File: src/rtl/calc_key_entry_if.sv
// rtl/calc_key_entry_if.sv - key event input and operand valid/ready handshake bundle
interface calc_key_entry_if #(
    parameter int NUM_DIGITS = 2
) ();
    logic [8:0]              key_code;
    logic                    key_valid;
    logic                    out_valid;
    logic                    out_ready;
    logic [4*NUM_DIGITS-1:0] operand_a;
    logic [4*NUM_DIGITS-1:0] operand_b;
    logic [1:0]              op;

    modport slave (
        input  key_code, key_valid, out_ready,
        output out_valid, operand_a, operand_b, op
    );

    modport master (
        output key_code, key_valid, out_ready,
        input  out_valid, operand_a, operand_b, op
    );
endinterface

File: src/rtl/calc_key_entry.sv
// rtl/calc_key_entry.sv - FSM-sequenced keypad entry of two BCD operands and an operator
module calc_key_entry #(
    parameter int NUM_DIGITS = 2,
    parameter bit MUL_EN     = 1'b1
) (
    input  logic                    clk,
    input  logic                    rst,
    calc_key_entry_if.slave         bus,
    output logic [4*NUM_DIGITS-1:0] disp_bcd,
    output logic [3:0]              digit_cnt,
    output logic [1:0]              state
);
    localparam int W = 4 * NUM_DIGITS;

    typedef enum logic [1:0] {
        ENTRY_A  = 2'b00,
        ENTRY_B  = 2'b01,
        WAIT_ACK = 2'b10
    } state_t;

    state_t         state_q;
    logic [W-1:0]   operand_a_q;
    logic [W-1:0]   operand_b_q;
    logic [1:0]     op_q;
    logic           out_valid_q;

    logic           is_digit;
    logic [3:0]     digit_val;
    logic           is_enter;
    logic           is_op;
    logic [1:0]     op_code;
    logic           room;
    logic [W-1:0]   a_shifted;
    logic [W-1:0]   b_shifted;

    always_comb begin
        is_digit  = 1'b0;
        digit_val = 4'd0;
        is_enter  = 1'b0;
        is_op     = 1'b0;
        op_code   = 2'b00;
        case (bus.key_code)
            9'h070: begin is_digit = 1'b1; digit_val = 4'd0; end
            9'h069: begin is_digit = 1'b1; digit_val = 4'd1; end
            9'h072: begin is_digit = 1'b1; digit_val = 4'd2; end
            9'h07A: begin is_digit = 1'b1; digit_val = 4'd3; end
            9'h06B: begin is_digit = 1'b1; digit_val = 4'd4; end
            9'h073: begin is_digit = 1'b1; digit_val = 4'd5; end
            9'h074: begin is_digit = 1'b1; digit_val = 4'd6; end
            9'h06C: begin is_digit = 1'b1; digit_val = 4'd7; end
            9'h075: begin is_digit = 1'b1; digit_val = 4'd8; end
            9'h07D: begin is_digit = 1'b1; digit_val = 4'd9; end
            9'h05A, 9'h15A: is_enter = 1'b1;
            9'h01C: begin is_op = 1'b1; op_code = 2'b00; end
            9'h01B: begin is_op = 1'b1; op_code = 2'b01; end
            9'h03A: begin is_op = MUL_EN; op_code = 2'b10; end
            default: ;
        endcase
    end

    // A full operand drops further digits rather than shifting its top digit out.
    assign room      = (digit_cnt < 4'(NUM_DIGITS));
    assign a_shifted = W'({operand_a_q, digit_val});
    assign b_shifted = W'({operand_b_q, digit_val});

    always_ff @(posedge clk) begin
        if (rst) begin
            state_q     <= ENTRY_A;
            operand_a_q <= '0;
            operand_b_q <= '0;
            op_q        <= 2'b00;
            out_valid_q <= 1'b0;
            digit_cnt   <= 4'd0;
            disp_bcd    <= '0;
        end else begin
            case (state_q)
                ENTRY_A: begin
                    if (bus.key_valid) begin
                        if (is_digit && room) begin
                            operand_a_q <= a_shifted;
                            disp_bcd    <= a_shifted;
                            digit_cnt   <= digit_cnt + 4'd1;
                        end else if (is_op) begin
                            op_q        <= op_code;
                            state_q     <= ENTRY_B;
                            operand_b_q <= '0;
                            disp_bcd    <= '0;
                            digit_cnt   <= 4'd0;
                        end
                    end
                end
                ENTRY_B: begin
                    if (bus.key_valid) begin
                        if (is_digit && room) begin
                            operand_b_q <= b_shifted;
                            disp_bcd    <= b_shifted;
                            digit_cnt   <= digit_cnt + 4'd1;
                        end else if (is_op && digit_cnt == 4'd0) begin
                            op_q <= op_code;
                        end else if (is_enter && digit_cnt != 4'd0) begin
                            state_q     <= WAIT_ACK;
                            out_valid_q <= 1'b1;
                        end
                    end
                end
                WAIT_ACK: begin
                    // Keys are dropped here, including one coinciding with the handshake.
                    if (bus.out_ready) begin
                        state_q     <= ENTRY_A;
                        operand_a_q <= '0;
                        operand_b_q <= '0;
                        op_q        <= 2'b00;
                        out_valid_q <= 1'b0;
                        digit_cnt   <= 4'd0;
                        disp_bcd    <= '0;
                    end
                end
                default: begin
                    state_q     <= ENTRY_A;
                    operand_a_q <= '0;
                    operand_b_q <= '0;
                    op_q        <= 2'b00;
                    out_valid_q <= 1'b0;
                    digit_cnt   <= 4'd0;
                    disp_bcd    <= '0;
                end
            endcase
        end
    end

    assign bus.out_valid = out_valid_q;
    assign bus.operand_a = operand_a_q;
    assign bus.operand_b = operand_b_q;
    assign bus.op        = op_q;
    assign state         = state_q;
endmodule

File: src/flat_wrapper.sv
// flat-port wrapper written by rule: the top's interface ports become plain ports
module calc_key_entry_flat 
#(
    parameter int NUM_DIGITS = 2,
    parameter bit MUL_EN     = 1'b1
)
  (clk, rst, disp_bcd, digit_cnt, state, bus_key_code, bus_key_valid, bus_out_ready, bus_out_valid, bus_operand_a, bus_operand_b, bus_op);
  calc_key_entry_if #(.NUM_DIGITS(NUM_DIGITS)) bus_i ();
  input  logic clk;
  input  logic rst;
  output logic [4*NUM_DIGITS-1:0] disp_bcd;
  output logic [3:0] digit_cnt;
  output logic [1:0] state;
  input wire logic [$bits(bus_i.key_code)-1:0] bus_key_code;
  input wire logic [$bits(bus_i.key_valid)-1:0] bus_key_valid;
  input wire logic [$bits(bus_i.out_ready)-1:0] bus_out_ready;
  output wire logic [$bits(bus_i.out_valid)-1:0] bus_out_valid;
  output wire logic [$bits(bus_i.operand_a)-1:0] bus_operand_a;
  output wire logic [$bits(bus_i.operand_b)-1:0] bus_operand_b;
  output wire logic [$bits(bus_i.op)-1:0] bus_op;
  assign bus_i.key_code = bus_key_code;
  assign bus_i.key_valid = bus_key_valid;
  assign bus_i.out_ready = bus_out_ready;
  assign bus_out_valid = bus_i.out_valid;
  assign bus_operand_a = bus_i.operand_a;
  assign bus_operand_b = bus_i.operand_b;
  assign bus_op = bus_i.op;
  calc_key_entry #(.NUM_DIGITS(NUM_DIGITS), .MUL_EN(MUL_EN)) u_core (.clk(clk), .rst(rst), .bus(bus_i), .disp_bcd(disp_bcd), .digit_cnt(digit_cnt), .state(state));
endmodule
File: config.mk
export PLATFORM = sky130hd
export DESIGN_NAME = calc_key_entry_flat
export DESIGN_NICKNAME = d
export VERILOG_FILES = /design/src/rtl/calc_key_entry_if.sv /design/src/rtl/calc_key_entry.sv /design/src/flat_wrapper.sv
export SDC_FILE = /design/constraint.sdc
export NUM_CORES = 1
export LEC_CHECK = 0
export ABC_AREA = 1
export CAP_MARGIN = 20
export CORE_MARGIN = 2
export CORE_UTILIZATION = 28
export CTS_BUF_LIST = sky130_fd_sc_hd__clkbuf_16
export CTS_CLUSTER_DIAMETER = 30
export DETAILED_ROUTE_END_ITERATION = 8
export SYNTH_ARGS = -nofsm -noshare
export SYNTH_HDL_FRONTEND = slang
export SYNTH_SLANG_ARGS = --single-unit
File: constraint.sdc
create_clock -name clk -period 3.8 [get_ports clk]
set_clock_uncertainty 0.2 [all_clocks]
set_input_delay 1.14 -clock clk [delete_from_list [all_inputs] [get_ports clk]]
set_output_delay 1.14 -clock clk [all_outputs]
set_load 0.01 [all_outputs]
==> out/metrics.cfg <==
[status]
status=finished clean

[yosys]
synth_compound_area_share_pct=14.4
yosys_warnings=0
synthAdderAreaFrac_pct=1.31
ys_seq_area_share_pct=34.6
syn_nets=284
synth_area_leader_cell=dfxtp_1
synth_top_family_by_area=simple AND/OR/NAND/NOR gates
synth_mux_area_share_pct=0
synth_area_mm2=0.00191
syn-instance-count=269
synthSimpleGateAreaFrac_pct=42.8
ys_types=29
synthXorXnorAreaFrac_pct=0
syn_avg_cell_area_um2=7.09
synth.area.top_cells=dfxtp_1 35%, nand2_1 12%, nor2_1 6.1%, a21oi_1 5.8%, nand2_2 4.6%
synth-seq-cells=33
synth_top_cell_area_share_pct=34.6

[final_layout]
final_util_pct=38.6
drive_gt1_share_pct=18.8
layout.nets=333
area_growth_pct=35.1
n_antenna_cell=0

[clocking]
cts_htree_levels=2
holdBufCountCts=0
clockBufferDepth=2
cts_resized=0
clock-sinks=33
path_clk_slew_ns=0.05
cts_root_buf=clkbuf_16
postCtsSetupBuffers=0
cts_tree=done
clock_latency_ns=0.28
cts_made_buffers=5

[worst_setup_path]
path_class=input port to flip-flop
slowest_stage=clkdlybuf4s50_1
r2r_setup_slack_ns=1.62
critPathMaxStageDelay_ns=0.58
start_kind=input port
crit_start=bus_key_code[3]
path_cells=clkdlybuf4s50_1 -> inv_1 -> nand2_1 -> nor2_1 -> nand3_1 -> nand2_1 -> nor2_4 -> nand2_4 -> nand2_4 -> o21ai_4 -> nand2_4 -> inv_2 -> a21oi_1 -> nor2_1
arrival_ns=2.99
end_kind=flip-flop
cp_max_fo=14
cp_common_cell=nand2_4
timing.rr.end=u_core.digit_cnt[0]
r2r_cells=9
r2r-start=u_core.state[0]
critPathRequiredTime_ns=3.77

[global_routing]
grt_usage_pct=14.0
grt_max_degree=15
grt_pass1_vias=1763
grt_pass1_wl_mm=8.27
antenna_found_initial=0
grt_overflow=0

[run]
cap_violations=0

[floorplan]
start_util_pct=28.6
dieArea_mm2=0.00749
core_area_mm2=0.00668
io_pins=46
row_count=30
die_x_um=86.6
die-height_um=86.6

[timing]
setup_viol=0
max_freq_mhz=331
relSlewSlack_pct=67.1
fin_ws_ns=0.775
fin_crit_ns=3.02
hold_slack_ns=0.251
rsz0062_at_grt=no
drv_slew=0
finalCritPeriodShare_pct=79.6
worstMarginPinSlew_ns=0.492
tns_ns=0
hold_violations=0

[routing]
vias_per_cell=4.61
totalWireLength_mm=4.78
detail-route-antenna-nets=0
first_pass_iters=4
vias=1841
routedWlPerCell_um=12.0
drt_iter0_markers=77
drc=0

[power]
ir_drop_mv=0.179
p_switching_mw=0.178
p_clk_share_pct=48.1
p_sw_share_pct=22.7
p_seq_share_pct=44.3
power.leakage_nw=0.968
power_density_mw_per_mm2=305
p_comb_share_pct=7.5
p_int_mw=0.607
power_mw=0.785

[place]
dp_slack_ns=0.483
gp_congestion=0.857
place_hpwl_mm=3.72
portBuffers=45

[hold_path]
holdPathEnd=u_core.bus.op[1]
min_path_type=flip-flop to flip-flop
worstHoldStart=u_core.bus.op[1]
hold_depth=2

synthesized netlist by cell type, drive strengths merged:
cell	count
a21oi	29
and2	1
buf	1
clkbuf	3
dfxtp	33
ha	2
inv	28
nand2	78
nand3	19
nand4	8
nor2	44
nor3	4
o21ai	16
o21bai	1
or2	2
power by group through the flow:
stage | Sequential (mW) | Combinational, mW | Clock (mW)
floorplan | 0.356 | 0.0336 | 0
global placement | 0.355 | 0.0588 | 0
detailed placement | 0.356 | 0.0591 | 0
CTS | 0.348 | 0.0593 | 0.385
global route | 0.348 | 0.0655 | 0.400
finish | 0.348 | 0.0591 | 0.378
final cells by class:
class | instances | area (um^2)
clock buffers | 5 | 125
flip-flops and latches | 33 | 661
inverters | 28 | 105
fillers | 716 | 4100
clock inverters | 3 | 12.5
multi-input cells | 204 | 1120
well taps | 80 | 100
repair buffers | 46 | 458
layout by cell type, fill, tap and decap left out:
master,count
nor2_4,5
nand4_1,8
o21ai_0,11
clkinv_1,2
clkdlybuf4s50_1,45
nor2_1,31
dfxtp_1,33
clkinv_2,1
and2_1,1
nand3_1,16
nand2_4,4
inv_2,8
clkbuf_16,5
a21oi_1,22
ha_1,2
o21ai_4,1
a21oi_2,7
buf_4,1
o21bai_1,1
nand3_4,1
o21ai_1,3
nor2_2,7
nand2_1,60
nor2_8,1
inv_1,20
nand3_2,2
o21ai_2,1
or2_1,2
nor3_4,1
nand2_2,14
nor3_2,1
nor3_1,2
per-stage QoR:
step           area (um^2)  cells
2_1_floorplan         1910    269
3_3_place_gp          2440    391
3_5_place_dp          2440    391
4_1_cts               2580    399
5_1_grt               2580    399
6_report              2580    399
worst max-delay path: cells and delay by family:
kind	cells	cell delay, ns
AND/OR/NAND/NOR	9	0.89
buffers and inverters	3	0.74
AO/OA/AOI/OAI	2	0.21
sequential cells by signal, summed over array words and instances, names as in the netlist:
| register | cells |
|---|---|
| u_core.bus.operand_a | 8 |
| u_core.state | 2 |
| u_core.digit_cnt | 4 |
| u_core.disp_bcd | 8 |
| u_core.bus.op | 2 |
| u_core.bus.out_valid | 1 |
| u_core.bus.operand_b | 8 |
routing by layer:
| metal | up-vias | track usage, % | share of wire [%] | routed length [um] |
|---|---|---|---|---|
| met5 | - | 0 | 0 | 0 |
| met4 | 0 | 4.26 | 1.1 | 54 |
| met3 | 5 | 4.19 | 3.9 | 185 |
| met2 | 35 | 21.0 | 43 | 2060 |
| met1 | 828 | 19.3 | 52 | 2480 |
| li1 | 973 | - | - | - |
kinds of logic after synthesis:
family / after synthesis
AO/OA/AOI/OAI: 46
adder cells (fa/ha/maj): 2
buffers and inverters: 32
flip-flops: 33
AND/OR/NAND/NOR: 156
worst max-delay path by stage:
stage / endpoint / slack (ns)
after floorplan: u_core.disp_bcd[4] / 1.20
after global placement: u_core.digit_cnt[0] / 0.49
after detailed placement: u_core.digit_cnt[0] / 0.48
after CTS: u_core.digit_cnt[0] / 0.77
after global routing: u_core.digit_cnt[2] / 0.59
final: u_core.digit_cnt[0] / 0.78
No activity file was read; power rests on OpenSTA's default activity.
